## config.mk

```make
export PLATFORM = sky130hd
export DESIGN_NAME = imem_loader
export DESIGN_NICKNAME = d
export VERILOG_FILES = /design/src/rtl/arm_loader_pkg.sv /design/src/rtl/imem_loader_sum.sv /design/src/rtl/imem_loader.sv
export SDC_FILE = /design/constraint.sdc
export NUM_CORES = 1
export LEC_CHECK = 0
export CORE_ASPECT_RATIO = 1.4
export CORE_MARGIN = 2
export CORE_UTILIZATION = 45
export DETAILED_ROUTE_END_ITERATION = 6
export DONT_BUFFER_PORTS = 1
export HOLD_SLACK_MARGIN = 0.02
export PLACE_DENSITY_LB_ADDON = 0.12
export SLEW_MARGIN = 20
export SYNTH_ARGS = -nofsm -noshare
export SYNTH_HDL_FRONTEND = slang
export SYNTH_SLANG_ARGS = --single-unit
```

## constraint.sdc

```tcl
create_clock -name clk -period 2 [get_ports clk]
set_clock_uncertainty 0.1 [all_clocks]
set_input_delay 0.4 -clock clk [delete_from_list [all_inputs] [get_ports clk]]
set_output_delay 0.4 -clock clk [all_outputs]
set_load 0.01 [all_outputs]
```

## src/rtl/arm_loader_pkg.sv

```systemverilog
// Shared definitions for the instruction-memory loader: state encoding and default word width.
// Honours an externally supplied `INSTR_LEN define, falling back to 32 bits.
`ifndef INSTR_LEN
`define INSTR_LEN 32
`endif

package arm_loader_pkg;

   localparam int DEF_INSTR_LEN = `INSTR_LEN;

   typedef enum logic [1:0] {
      IDLE  = 2'd0,
      LOAD  = 2'd1,
      DONE  = 2'd2,
      ERROR = 2'd3
   } loader_state_t;

endpackage

```

## src/rtl/imem_loader_sum.sv

```systemverilog
// Running modulo-2^W sum of accepted image words, used only when IMEM_LOADER_CHECKSUM_EN is defined.
// sum_next exposes the total including the word being accepted, so the final compare needs no extra cycle.
module imem_loader_sum
   import arm_loader_pkg::*;
#(
   parameter int W = DEF_INSTR_LEN
) (
   input  logic         clk,
   input  logic         reset,
   input  logic         clear,
   input  logic         acc,
   input  logic [W-1:0] data,
   output logic [W-1:0] sum,
   output logic [W-1:0] sum_next
);

   logic [W-1:0] sum_r;

   assign sum_next = sum_r + data;
   assign sum      = sum_r;

   // accumulator register
   always_ff @(posedge clk or negedge reset) begin
      if (!reset) begin
         sum_r <= {W{1'b0}};
      end else if (clear) begin
         sum_r <= {W{1'b0}};
      end else if (acc) begin
         sum_r <= sum_next;
      end else begin
         sum_r <= sum_r;
      end
   end

endmodule

```

## src/rtl/imem_loader.sv

```systemverilog
// Streams instruction words into imem from address 0 and holds the pipeline until the image is in.
// Optional checksum verification is enabled with the IMEM_LOADER_CHECKSUM_EN macro.
module imem_loader
   import arm_loader_pkg::*;
#(
   parameter int SIZE      = 64,
   parameter int INSTR_LEN = DEF_INSTR_LEN,
   parameter int AW        = $clog2(SIZE)
) (
   input  logic                 clk,
   input  logic                 reset,
   input  logic                 start,
   input  logic                 in_valid,
   output logic                 in_ready,
   input  logic [INSTR_LEN-1:0] in_data,
   input  logic                 in_last,
   output logic                 imem_we,
   output logic [AW-1:0]        imem_addr,
   output logic [INSTR_LEN-1:0] imem_wdata,
   output logic                 cpu_hold,
   output logic                 done,
   output logic                 error,
`ifdef IMEM_LOADER_CHECKSUM_EN
   input  logic [INSTR_LEN-1:0] exp_sum,
   output logic [INSTR_LEN-1:0] sum,
   output logic                 sum_ok,
`endif
   output logic [AW:0]          word_count
);

   localparam logic [AW:0] LAST_IDX = (AW+1)'(SIZE - 1);
   localparam logic [AW:0] ONE      = {{AW{1'b0}}, 1'b1};

   loader_state_t        state_r, state_next_s;
   logic                 in_ready_r, in_ready_s;
   logic                 imem_we_r, imem_we_s;
   logic [AW-1:0]        imem_addr_r, imem_addr_s;
   logic [INSTR_LEN-1:0] imem_wdata_r, imem_wdata_s;
   logic                 cpu_hold_r, cpu_hold_s;
   logic                 done_r, done_s;
   logic                 error_r, error_s;
   logic [AW:0]          word_count_r, word_count_s;
   logic                 launch_s;
   logic                 accept_s;

   // start only counts outside LOAD; in LOAD it is ignored
   assign launch_s = start && (state_r != LOAD);
   assign accept_s = (state_r == LOAD) && in_valid && in_ready_r;

`ifdef IMEM_LOADER_CHECKSUM_EN
   logic [INSTR_LEN-1:0] sum_next_s;
   logic                 sum_ok_r, sum_ok_s;

   imem_loader_sum #(.W(INSTR_LEN)) u_sum (
      .clk      (clk),
      .reset    (reset),
      .clear    (launch_s),
      .acc      (accept_s),
      .data     (in_data),
      .sum      (sum),
      .sum_next (sum_next_s)
   );

   assign sum_ok = sum_ok_r;
`endif

   // state register
   always_ff @(posedge clk or negedge reset) begin
      if (!reset) begin
         state_r <= IDLE;
      end else begin
         state_r <= state_next_s;
      end
   end

   // next state and next registered output values
   always_comb begin
      state_next_s = state_r;
      in_ready_s   = 1'b0;
      imem_we_s    = 1'b0;
      imem_addr_s  = imem_addr_r;
      imem_wdata_s = imem_wdata_r;
      cpu_hold_s   = cpu_hold_r;
      done_s       = done_r;
      error_s      = error_r;
      word_count_s = word_count_r;
`ifdef IMEM_LOADER_CHECKSUM_EN
      sum_ok_s     = sum_ok_r;
`endif
      case (state_r)
         LOAD: begin
            in_ready_s = 1'b1;
            if (accept_s) begin
               imem_we_s    = 1'b1;
               imem_addr_s  = word_count_r[AW-1:0];
               imem_wdata_s = in_data;
               word_count_s = word_count_r + ONE;
               if (in_last) begin
                  in_ready_s = 1'b0;
`ifdef IMEM_LOADER_CHECKSUM_EN
                  if (sum_next_s == exp_sum) begin
                     state_next_s = DONE;
                     sum_ok_s     = 1'b1;
                  end else begin
                     state_next_s = ERROR;
                     sum_ok_s     = 1'b0;
                     error_s      = 1'b1;
                  end
`else
                  state_next_s = DONE;
`endif
               end else if (word_count_r == LAST_IDX) begin
                  // the word that fills the last slot still lands; anything more is overflow
                  in_ready_s   = 1'b0;
                  state_next_s = ERROR;
                  error_s      = 1'b1;
               end else begin
                  state_next_s = LOAD;
               end
            end else begin
               state_next_s = LOAD;
            end
         end
         DONE: begin
            // release lags the final write pulse by one cycle
            cpu_hold_s = 1'b0;
            done_s     = 1'b1;
         end
         ERROR: begin
            cpu_hold_s = 1'b1;
            error_s    = 1'b1;
         end
         IDLE: begin
            cpu_hold_s = 1'b1;
         end
         default: begin
            state_next_s = IDLE;
            cpu_hold_s   = 1'b1;
         end
      endcase

      if (launch_s) begin
         state_next_s = LOAD;
         in_ready_s   = 1'b1;
         cpu_hold_s   = 1'b1;
         done_s       = 1'b0;
         error_s      = 1'b0;
         word_count_s = {(AW+1){1'b0}};
`ifdef IMEM_LOADER_CHECKSUM_EN
         sum_ok_s     = 1'b0;
`endif
      end else begin
         state_next_s = state_next_s;
      end
   end

   // registered outputs
   always_ff @(posedge clk or negedge reset) begin
      if (!reset) begin
         in_ready_r   <= 1'b0;
         imem_we_r    <= 1'b0;
         imem_addr_r  <= {AW{1'b0}};
         imem_wdata_r <= {INSTR_LEN{1'b0}};
         cpu_hold_r   <= 1'b1;
         done_r       <= 1'b0;
         error_r      <= 1'b0;
         word_count_r <= {(AW+1){1'b0}};
`ifdef IMEM_LOADER_CHECKSUM_EN
         sum_ok_r     <= 1'b0;
`endif
      end else begin
         in_ready_r   <= in_ready_s;
         imem_we_r    <= imem_we_s;
         imem_addr_r  <= imem_addr_s;
         imem_wdata_r <= imem_wdata_s;
         cpu_hold_r   <= cpu_hold_s;
         done_r       <= done_s;
         error_r      <= error_s;
         word_count_r <= word_count_s;
`ifdef IMEM_LOADER_CHECKSUM_EN
         sum_ok_r     <= sum_ok_s;
`endif
      end
   end

   assign in_ready   = in_ready_r;
   assign imem_we    = imem_we_r;
   assign imem_addr  = imem_addr_r;
   assign imem_wdata = imem_wdata_r;
   assign cpu_hold   = cpu_hold_r;
   assign done       = done_r;
   assign error      = error_r;
   assign word_count = word_count_r;

endmodule

```

# ---- After elaboration in Yosys (flattened, before gate mapping)
# Index checks and enable logic that the tools add are counted.
dict set report op_classes {
  bitwise_logic 0
  n_shift 0
  n_eq_ne 8
  n_lt_le_gt_ge 0
  n_reduce_logical 13
  addsub 1
  mux 24
  div_mod_pow 0
  multipliers 0
}
# op count
set op_table {}
lappend op_table {{two-way mux 7 bit} 3}
lappend op_table {{two-way mux 1 bit} 14}
lappend op_table {{two-way mux 2 bit} 5}
lappend op_table {{adder 7 x 1 -> 7 bit, second input constant} 1}
lappend op_table {{== test 7 x 6 -> 1 bit, second input constant} 1}
lappend op_table {{inequality test 3 bit, second input constant} 2}
lappend op_table {{nonzero test 2 bit} 3}
lappend op_table {{nonzero test 3 bit} 2}
lappend op_table {{== test 2 bit, second input constant} 2}
lappend op_table {{one-hot mux 1 bit (2 select lines)} 2}
lappend op_table {{AND reduction 2 bit} 2}
lappend op_table {{AND reduction 4 bit} 1}
lappend op_table {{logical AND 1 bit} 3}
lappend op_table {{inequality test 3 x 2 -> 1 bit, second input constant} 1}
lappend op_table {{== test 2 x 1 -> 1 bit, second input constant} 1}
lappend op_table {{zero test 2 bit} 1}
lappend op_table {{inequality test 2 x 1 -> 1 bit, second input constant} 1}
lappend op_table {{OR reduction 2 bit} 1}
dict set report totals {
  mem_bits_rw 0
  inputBits 37
  out_inout_bits 50
  latch_bits 0
  register_bits 52
  word_cells 55
  n_memories 0
  rom_bits 0
}

# ---- Logic depth before layout (Yosys ltp)
dict set report logic_depth {
  depth_word 6
  depth_mapped 8
  mapped_depth_nobuf 6
}

# ---- Least setup slack after synthesis
# OpenSTA, ideal clock, no wires.
dict set report synth_timing {
  path_kind {register to register}
  from {reg state_r[1]}
  to {reg word_count_r[5], in the netlist word_count[5]}
  path_buffers 1
  arrival_ns 1.354
  required_time_ns 1.760
  setup_slack_ns 0.406
  setup_ns 0.140
  stages_incl_launch_ff 7
  synth_period_minus_slack_ns 1.594
  path_cell_list {dfrtp_1 > inv_1 > ha_1 > nand3_1 > buf_2 > o311ai_0 > o41ai_1}
}
dict set report synth_between {
  elab_chain_cells 5
  elab_cells_between_ends 9
  cone_classes {eq/ne: 2; mux: 1; reduce/logical: 6}
}
# element line_no
set synth_rtl {}
lappend synth_rtl {{start: declaration} imem_loader.sv:34} ;# loader_state_t state_r, state_next_s;
lappend synth_rtl {{start signal: assignment} imem_loader.sv:72} ;# state_r <= state_next_s;
lappend synth_rtl {{== test 2 x 1 -> 1 bit} {imem_loader.sv:48, imem_loader.sv:90}}
lappend synth_rtl {{logical AND 1 bit (2 in series)} imem_loader.sv:48} ;# assign accept_s = (state_r == LOAD) && in_valid && in_ready_r;
lappend synth_rtl {{nonzero test 2 bit (no source line)} -}
lappend synth_rtl {{AND reduction 2 bit (no source line)} -}
lappend synth_rtl {{end signal: assignment} imem_loader.sv:167} ;# word_count_r <= {(AW+1){1'b0}};
lappend synth_rtl {{end signal: assignment} imem_loader.sv:179} ;# word_count_r <= word_count_s;
lappend synth_rtl {{end: declaration} imem_loader.sv:42} ;# logic [AW:0] word_count_r, word_count_s;
# Parallel ways exist; a longest one is shown, timed or not.
# A chain may end at the register's enable or synchronous reset.

# ---- Worst setup path in the final report
dict set report layout_timing {
  from {reg state_r[1]}
  to {reg word_count_r[6], in the netlist word_count[6]}
}
# Same word-level chain as after synthesis.

==> out/metrics.json <==
{
  "logic_synthesis": {
    "ys_top_cells_by_area": "dfrtp_1 60%, nand2_1 21%, ha_1 3.0%, buf_2 1.4%, dfstp_2 1.2%",
    "synth_area_per_cell_um2": 9.31,
    "synth_cells": 227,
    "synth-edff-count": 0,
    "post_synth_arst_share_pct": 100,
    "syn-num-nets": 269,
    "synth_area_mm2": 0.00211,
    "synth_xor_xnor_area_share_pct": 0.829,
    "synth-compound-area-share_pct": 6.22,
    "postSynthRegisterBits": 52,
    "largest_family_of_logic_cells_by_synthesized_area": "simple AND/OR/NAND/NOR gates",
    "synthMuxAreaShare_pct": 0,
    "yosysTopAreaCell": "dfrtp_1",
    "synth.top_cell.area_share_pct": 60.4,
    "synth_cell_types": 30,
    "yosys.area_share.adder_pct": 2.96,
    "synthFlopType": "dfrtp_1",
    "synth.yosys.seq_area_share_pct": 61.6,
    "synth_simple_gate_area_share_pct": 25.3,
    "synth_warnings": 0
  },
  "run": {
    "max_cap_violations": 0
  },
  "sta": {
    "final_setup_fails": 0,
    "grt_setup_unrepaired": "no",
    "post-route-period-util_pct": 90.5,
    "hold_slack_ns": 0.0973,
    "worst_slew_slack_as_a_fraction_of_its_limit_pct": 75.6,
    "final_period_minus_worst_setup_slack_ns": 1.81,
    "tightest_slew_ns": 0.362,
    "drv_slew": 0,
    "hold_viol": 0,
    "maxClockFrequency_mhz": 552,
    "setup-tns-final_ns": 0
  },
  "global_routing": {
    "grt_max_degree": 53,
    "number_of_global_route_vias_before_repair": 1572,
    "grt_antenna_before_repair": 0,
    "grt_remaining_overflow": 0,
    "grt_pass1_wl_mm": 6.87,
    "grt_usage_pct": 17.5
  },
  "clock_tree": {
    "cts_root_buffer": "clkbuf_8",
    "worst_path_clk_slew_ns": 0.09,
    "clkSinkCount": 52,
    "ctsLongestPathBuffers": 2,
    "cts-resized-gates": 0,
    "tritoncts.num_buffers": 5,
    "tritoncts_clock_tree": "done",
    "worst_skew_pair.late_latency_ns": 0.30,
    "htree_levels": 2
  },
  "worst_setup_path": {
    "slowest_stage": "or4_1",
    "timing.critical_path.required_ns": 2.13,
    "worst-setup-path-type": "register to register",
    "timing.critical_path.arrival_ns": 1.94,
    "critical-path-max-stage-delay_ns": 0.54,
    "critPathMaxFanout": 10,
    "path_cells": "inv_1 -> ha_1 -> nand3_2 -> or4_1 -> a21oi_1",
    "kind_of_launch_point_of_the_worst_setup_path": "register",
    "worstSetupEndpointType": "register"
  },
  "placed_design": {
    "placement.io_buffers": 0,
    "gp_routability_congestion": 0.844,
    "hpwlAfterDp_mm": 3.06
  },
  "floorplan": {
    "die_area_mm2": 0.00527,
    "dieHeight_um": 85.1,
    "floorplan.io_pins": 87,
    "core_area_mm2": 0.00454,
    "die_w_um": 61.9,
    "num_rows": 29,
    "start_util_pct": 46.6
  },
  "layout": {
    "multiInputGateArea_um2": 752,
    "post_layout_nets": 270,
    "regArea_mm2": 0.00130,
    "drive_gt1_share_pct": 7.42,
    "antennaDiodeCount": 0,
    "layout-area-overhead-vs-synth_pct": 9.41,
    "fillCellCount": 422
  },
  "power": {
    "vdd.ir_drop.worst_uv": 717,
    "leakagePower_nw": 1.20,
    "power.density_mw_per_mm2": 1300
  },
  "min_path": {
    "min_path_type": "primary input to register"
  },
  "route": {
    "via_per_inst": 5.17,
    "wl_per_cell_um": 14.5,
    "postRouteAntennaNets": 0,
    "via_count": 1505,
    "route.detailed.drc": 0,
    "dr.first_iter.drc_count": 65,
    "drt_first_pass_iters": 4,
    "finalWirelength_mm": 4.21
  },
  "run_status": {
    "status": "finished clean"
  }
}
-- registers in the layout, summed over array words and instances (netlist names), 2 cells and up --
| name | flops |
|---|---|
| imem_wdata | 32 |
| state_r | 2 |
| imem_addr | 6 |
| word_count | 7 |
-- critical path: cells and delay by family (launching register included) --
kind            cells  cell delay [ns]
compound gates      1             0.15
fa+ha+maj           1             0.25
simple gates        2             0.74
flops               1             0.42
buf+inv             1             0.09
-- layout by cell type (no fill, tap or decap), drive strengths merged, types with 2 or more instances in the layout --
cell type  count
nand3          3
clkbuf         6
a21oi          4
nor2           7
inv            6
ha             5
nand2        119
o311ai         2
o21ai          2
buf            3
dfrtp         51
o31ai          3
-- synth_stat cells, types with 2 or more instances --
cell / count
a21oi_1: 4
buf_2: 6
clkbuf_1: 4
dfrtp_1: 51
ha_1: 5
inv_1: 4
nand2_1: 119
nand3_1: 2
nor2_1: 7
o21ai_0: 2
o311ai_0: 2
o31ai_1: 3
-- area by class of cell --
| type | instances | share of cell area (%) |
|---|---|---|
| multi-input combinational | 160 | 32.5 |
| inverter | 5 | 0.812 |
| clock buffer | 6 | 3.57 |
| clock inverter | 2 | 0.595 |
| sequential | 52 | 56.3 |
| tap | 62 | 3.35 |
| timing repair buffer | 4 | 2.81 |
-- path summary, 6_finish.rpt --
path | endpoint | startpoint | depth (start not counted) | slack [ns]
setup / recovery | word_count[6]$_DFFE_PN0P_ | state_r[1]$_DFFE_PN0P_ | 5 | 0.19
hold / removal | imem_wdata[18]$_DFFE_PN0P_ | in_data[18] | 2 | 0.1
setup reg to reg | word_count[6]$_DFFE_PN0P_ | state_r[1]$_DFFE_PN0P_ | 5 | 0.19
hold reg to reg | cpu_hold$_DFFE_PN1P_ | cpu_hold$_DFFE_PN1P_ | 2 | 0.42
max in group asynchronous | cpu_hold$_DFFE_PN1P_ | reset | 2 | 1.02
min in group asynchronous | imem_we$_DFF_PN0_ | reset | 2 | 0.52
-- through the flow --
| stage | utilization (%) | setup WS (ns) | cells | instance area [um2] | power, W |
|---|---|---|---|---|---|
| floorplan | - | 0.406 | 227 | 2110 | 0.00222 |
| global placement | 48.0 | 0.265 | 281 | 2180 | 0.00236 |
| detailed placement | 48.0 | 0.210 | 281 | 2180 | 0.00240 |
| CTS | 51.0 | 0.186 | 291 | 2310 | 0.00305 |
| global route | 51.0 | 0.0519 | 291 | 2310 | 0.00324 |
| finish | 51.0 | 0.189 | 291 | 2310 | 0.00300 |
-- cells by family (layout without fill, tap and decap cells) --
logic type      Yosys count  count (layout)
fa+ha+maj                 5               5
buf+inv                  15              17
xor+xnor                  2               2
flops                    52              52
compound gates           18              18
simple gates            135             135
-- power breakdown --
group,internal [W],switching [W]
Combinational,0.000222,0.000341
Clock,0.000283,0.000334
Sequential,0.00139,0.000429
Total,0.00190,0.00110
-- per-layer routing --
layer	GRT usage (%)	share of wire, %	vias to the layer above
met5	0	0	-
met4	7.16	1.4	0
met3	6.55	8.5	6
li1	-	-	718
met2	30.9	54	72
met1	17.6	36	709
-- timing repair --
action | in CTS | in global routing
buffers inserted | 0 | 0
setup endpoints to repair | 0 | 0
hold endpoints to repair | 52 | 0
hold buffers | 2 | 0
Power figures use the tool's default switching activity.
